### src/rtl/alu_pkg.sv
`default_nettype none
// +----------------------------------------------------------------------------+
// | Module   : alu_pkg                                                         |
// | Purpose  : Opcodes, default widths and entry layout shared by the ALU path |
// | Revision : 1.0 - initial release                                           |
// +----------------------------------------------------------------------------+
package alu_pkg;

    localparam logic [2:0] OP_ADD    = 3'd0;
    localparam logic [2:0] OP_SUB    = 3'd1;
    localparam logic [2:0] OP_MUL    = 3'd2;
    localparam logic [2:0] OP_DIV    = 3'd3;
    localparam logic [2:0] OP_LOGIC0 = 3'd4;
    localparam logic [2:0] OP_LOGIC1 = 3'd5;
    localparam logic [2:0] OP_LOGIC2 = 3'd6;
    localparam logic [2:0] OP_CUSTOM = 3'd7;

    localparam int unsigned ALU_WIDTH = 4;
    localparam int unsigned OPCODE_W  = 3;
    localparam int unsigned CARRY_W   = 1;

    // Stored entry is {result[2*width], carry, opcode}.
    function automatic int unsigned entry_width(input int unsigned width);
        return 2 * width + CARRY_W + OPCODE_W;
    endfunction

endpackage
`default_nettype wire

### src/rtl/alu_fifo_ptr.sv
`default_nettype none
// +----------------------------------------------------------------------------+
// | Module   : alu_fifo_ptr                                                    |
// | Purpose  : Write/read pointers and occupancy level for the result FIFO     |
// | Revision : 1.0 - initial release                                           |
// +----------------------------------------------------------------------------+
module alu_fifo_ptr #(
    parameter int unsigned DEPTH = 4,
    parameter int unsigned PTR_W = $clog2(DEPTH),
    parameter int unsigned LVL_W = $clog2(DEPTH) + 1
) (
    input  logic             clk,
    input  logic             rst,
    input  logic             push_i,
    input  logic             pop_i,
    output logic [PTR_W-1:0] wr_ptr_o,
    output logic [PTR_W-1:0] rd_ptr_o,
    output logic [LVL_W-1:0] level_o,
    output logic             full_o,
    output logic             empty_o
);

    logic [PTR_W-1:0] wr_ptr_q, wr_ptr_d;
    logic [PTR_W-1:0] rd_ptr_q, rd_ptr_d;
    logic [LVL_W-1:0] level_q,  level_d;

    always_comb begin
        wr_ptr_d = wr_ptr_q;
        rd_ptr_d = rd_ptr_q;
        level_d  = level_q;
        if (push_i) begin
            wr_ptr_d = wr_ptr_q + 1'b1;
        end
        if (pop_i) begin
            rd_ptr_d = rd_ptr_q + 1'b1;
        end
        // Push and pop together leave the level unchanged.
        case ({push_i, pop_i})
            2'b10:   level_d = level_q + 1'b1;
            2'b01:   level_d = level_q - 1'b1;
            default: level_d = level_q;
        endcase
    end

    always_ff @(posedge clk) begin
        if (rst) begin
            wr_ptr_q <= '0;
            rd_ptr_q <= '0;
            level_q  <= '0;
        end else begin
            wr_ptr_q <= wr_ptr_d;
            rd_ptr_q <= rd_ptr_d;
            level_q  <= level_d;
        end
    end

    assign wr_ptr_o = wr_ptr_q;
    assign rd_ptr_o = rd_ptr_q;
    assign level_o  = level_q;
    assign full_o   = (level_q == LVL_W'(DEPTH));
    assign empty_o  = (level_q == '0);

endmodule
`default_nettype wire

### src/rtl/alu_result_fifo.sv
`default_nettype none
// +----------------------------------------------------------------------------+
// | Module   : alu_result_fifo                                                 |
// | Purpose  : FWFT FIFO capturing ALU {result, carry, opcode} with zero flag; |
// |            ALU_STATS_EN adds a saturating carry counter (carry_cnt).       |
// | Revision : 1.0 - initial release                                           |
// +----------------------------------------------------------------------------+
module alu_result_fifo
    import alu_pkg::*;
#(
    parameter int unsigned WIDTH = ALU_WIDTH,
    parameter int unsigned DEPTH = 4,
    parameter int unsigned CNT_W = 8
) (
    input  logic                       clk,
    input  logic                       rst,
    input  logic                       in_valid,
    output logic                       in_ready,
    input  logic [2*WIDTH-1:0]         in_result,
    input  logic                       in_carry,
    input  logic [OPCODE_W-1:0]        in_opcode,
    output logic                       out_valid,
    input  logic                       out_ready,
    output logic [2*WIDTH-1:0]         out_result,
    output logic                       out_carry,
    output logic [OPCODE_W-1:0]        out_opcode,
    output logic                       out_zero,
    output logic [$clog2(DEPTH):0]     level,
    output logic                       drop_err
`ifdef ALU_STATS_EN
    ,
    output logic [CNT_W-1:0]           carry_cnt
`endif
);

    localparam int unsigned ENTRY_W = entry_width(WIDTH);
    localparam int unsigned PTR_W   = $clog2(DEPTH);

    logic [ENTRY_W-1:0] mem_q [DEPTH];
    logic [ENTRY_W-1:0] head;
    logic [PTR_W-1:0]   wr_ptr;
    logic [PTR_W-1:0]   rd_ptr;
    logic               full;
    logic               empty;
    logic               push;
    logic               pop;
    logic               drop_err_q;

    // Illegal configurations elaborate to an empty marker block.
    if (DEPTH < 2 || (DEPTH & (DEPTH - 1)) != 0 || CNT_W < 1) begin : g_param_check
    end

    assign push = in_valid && !full;
    assign pop  = out_ready && !empty;

    alu_fifo_ptr #(
        .DEPTH (DEPTH)
    ) u_ptr (
        .clk      (clk),
        .rst      (rst),
        .push_i   (push),
        .pop_i    (pop),
        .wr_ptr_o (wr_ptr),
        .rd_ptr_o (rd_ptr),
        .level_o  (level),
        .full_o   (full),
        .empty_o  (empty)
    );

    always_ff @(posedge clk) begin
        if (push) begin
            mem_q[wr_ptr] <= {in_result, in_carry, in_opcode};
        end
    end

    always_ff @(posedge clk) begin
        if (rst) begin
            drop_err_q <= 1'b0;
        end else if (in_valid && full) begin
            drop_err_q <= 1'b1;
        end
    end

    assign head = mem_q[rd_ptr];
    assign {out_result, out_carry, out_opcode} = head;
    assign out_zero  = (out_result == '0);
    assign out_valid = !empty;
    assign in_ready  = !full;
    assign drop_err  = drop_err_q;

`ifdef ALU_STATS_EN
    logic [CNT_W-1:0] carry_cnt_q;

    always_ff @(posedge clk) begin
        if (rst) begin
            carry_cnt_q <= '0;
        end else if (push && in_carry && (carry_cnt_q != '1)) begin
            carry_cnt_q <= carry_cnt_q + 1'b1;
        end
    end

    assign carry_cnt = carry_cnt_q;
`endif

endmodule
`default_nettype wire

### config.mk
export PLATFORM = sky130hd
export DESIGN_NAME = alu_result_fifo
export DESIGN_NICKNAME = d
export VERILOG_FILES = /design/src/rtl/alu_pkg.sv /design/src/rtl/alu_fifo_ptr.sv /design/src/rtl/alu_result_fifo.sv
export SDC_FILE = /design/constraint.sdc
export NUM_CORES = 1
export LEC_CHECK = 0
export CAP_MARGIN = 30
export CORE_ASPECT_RATIO = 0.5
export CORE_MARGIN = 1.5
export CORE_UTILIZATION = 30
export CTS_CLUSTER_DIAMETER = 120
export CTS_CLUSTER_SIZE = 16
export DETAILED_ROUTE_END_ITERATION = 8
export PLACE_DENSITY = 0.51
export SLEW_MARGIN = 40
export SYNTH_ARGS = -nofsm -noshare
export SYNTH_HDL_FRONTEND = slang
export SYNTH_SLANG_ARGS = --single-unit
### constraint.sdc
create_clock -name clk -period 2.8 [get_ports clk]
set_input_delay 0.42 -clock clk [delete_from_list [all_inputs] [get_ports clk]]
set_output_delay 0.42 -clock clk [all_outputs]
set_load 0.005 [all_outputs]
==> results.cfg <==
[global_route]
antenna_found_initial = 0
grt_pass1_vias = 1307
grt_max_degree = 13
grt_first_pass_wirelength_mm = 6.72
grt_usage = 0.118
grt-ovfl-total = 0

[worst_setup_path]
crit_arrival_ns = 2.23
path_class = reg2out
worstSetupStartpointType = flip-flop
critical_path.top_delay_family = simple AND/OR/NAND/NOR gates
crit_chain = buf_4, mux4_1, or4_1, nor2_1, dlygate4sd2_1
cp.buffers_inverters = 2
r2r_cells = 8
crit_cells = 5
critPathMaxStageDelay_ns = 0.56
cp-end-kind = primary output
required_ns = 2.38
path_max_fanout = 3
slowest_stage = mux4_1

[yosys]
syn_nets = 142
muxShareOfSynthArea = 0.132
ys_types = 24
syn-cell-area_mm2 = 0.00228
yosysWarnings = 0
yosys.area_share.adder = 0.0363
synth_xor_area_frac = 0.0154
ys_ff_latch = 58
synth_top_family_by_area = multiplexers
synth_compound_area_frac = 0.0291
synthSimpleGateAreaFrac = 0.0462
syn_avg_cell_area_um2 = 19.0
synth-seq-area-share = 0.721
synthCells = 120

[floorplanning]
die_h_um = 64.6
start_util = 0.310
core_mm2 = 0.00735
io_pins = 35
std_cell_rows = 22
die-area_mm2 = 0.00815
die_w_um = 126

[drt]
postRouteAntennaNets = 0
dr.pass1.iters = 4
drc = 0
wl_mm = 4.21
drtIter0Drc = 52
vias_per_cell = 4.49
post_drt_wl_per_cell_um = 15.5
vias = 1220

[sta]
setup-violations-final = 0
tns_ns = 0
drv_slew = 0
worst_slew_margin_rel = 0.716
finClkSkew_ns = 0.00530
period_needed_ns = 2.65
fmax_ghz = 0.377
worstMarginPinSlew_ns = 0.420
hold_viol = 0
period_share = 0.947
rsz0062_at_grt = false

[cells_and_area]
syn_to_final_growth_pct = 34.1
final_cell_mix = edfxtp_1, clkdlybuf4s50_1, dfxtp_1, buf_4, clkbuf_16
drive_above_1_share = 0.159
final_cell_area_mm2 = 0.00305
nets = 193
mostFrequentLayoutCell = edfxtp_1
antennaDiodeCount = 0

[cts]
root_buffer = clkbuf_16
clockBufferDepth = 2
cts_tree = yes
hold_buffers = 0
clk_transition_reported_paths_ns = 0.05
clock_latency_ns = 0.32
htreeDepth = 3
clock-sinks = 58
cts_buffers = 9

[power]
p_leak_nw = 1.07
ir_worst_vdd_v = 0.000357
power_density_mw_per_mm2 = 904

[worst_hold_path]
min_path_type = reg2reg
hold_depth = 2

[run]
drv_cap = 0

[run_status]
status = finished, final reports clean

[placement]
port_buffers = 34
dpl.hpwl_mm = 2.82
placed_area_mm2 = 0.00279
gp_congestion = 0.763
cell families (layout without fill, tap and decap cells):
group / after synthesis / in the layout
AO/OA/AOI/OAI: 10 / 10
XOR/XNOR: 4 / 4
adder cells (fa/ha/maj): 6 / 6
buffers and inverters: 10 / 66
flip-flops: 58 / 58
multiplexers: 12 / 12
AND/OR/NAND/NOR: 20 / 20
registers in the layout, summed over array words and instances, names as in the netlist, named ones only:
signal and count:
mem_q 48, u_ptr.level_o 3, u_ptr.rd_ptr_o 2, u_ptr.wr_ptr_o 2
drop_err 1
per-stage QoR:
step | utilization | hold slack, ns | power [mW] | setup slack (ns) | cells
after global placement | 0.379 | 0.475 | 1.84 | 0.111 | 255
after CTS | 0.415 | 0.527 | 2.81 | 0.114 | 272
final | 0.415 | 0.520 | 2.76 | 0.147 | 272
after detailed placement | 0.379 | 0.506 | 1.85 | 0.111 | 255
after floorplan | - | 0.465 | 1.48 | 0.460 | 120
after global routing | 0.415 | 0.568 | 2.92 | 0.0446 | 272
cell type report:
cell class / count / area [um^2]
fillers: 660 / 4300
flip-flops and latches: 58 / 1640
multi-input cells: 52 / 593
repair buffers: 45 / 425
clock buffers: 11 / 233
well taps: 96 / 120
clock inverters: 5 / 21.3
inverters: 5 / 18.8
tightest hold or removal path, cell delays in order (launching register included):
cell,delay (ns)
dfxtp_1,0.34
a41oi_1,0.05
nor2_1,0.08
worst paths after layout:
check	end	start	slack (ns)
setup / recovery	out_zero	flip-flop	0.15
setup reg to reg	u_ptr.level_o[2]	u_ptr.level_o[1]	0.44
hold / removal	drop_err	drop_err	0.52
hold reg to reg	drop_err	drop_err	0.52
synthesized netlist by cell type:
master,n,area share
o311ai_0,1,0.0038
nand3_1,2,0.0044
and3_1,4,0.011
or3_1,2,0.0055
inv_1,5,0.0082
o21ai_0,1,0.0022
a21oi_1,4,0.0088
mux4_1,8,0.092
a21o_1,2,0.0066
o31a_1,1,0.0038
nand2_1,1,0.0016
ha_1,5,0.027
edfxtp_1,48,0.63
or3b_2,1,0.0038
xnor2_1,1,0.0038
fa_1,1,0.0088
clkbuf_1,4,0.0066
or4_1,2,0.0066
a41oi_1,1,0.0038
xor2_1,3,0.012
dfxtp_1,10,0.088
buf_6,1,0.0049
mux4_2,4,0.040
nor2_1,8,0.013
report_power, final:
group / switching, mW / leakage, nW / total (mW) / internal [mW]
Sequential: 0.0469 / 0.522 / 1.09 / 1.04
Clock: 0.333 / 0.126 / 0.916 / 0.583
Combinational: 0.306 / 0.420 / 0.757 / 0.451
Total: 0.686 / 1.07 / 2.76 / 2.08
routing by layer:
metal	routed length [um]	track usage
met5	0	0
met4	81	0.0603
met3	161	0.0603
met2	1990	0.189
met1	1970	0.131
timing repair:
item	CTS	global route
setup buffers	1	0
endpoints found under the setup margin	1	0
gates resized for setup	3	0
Note: power is estimated with default switching activity, not from simulation.
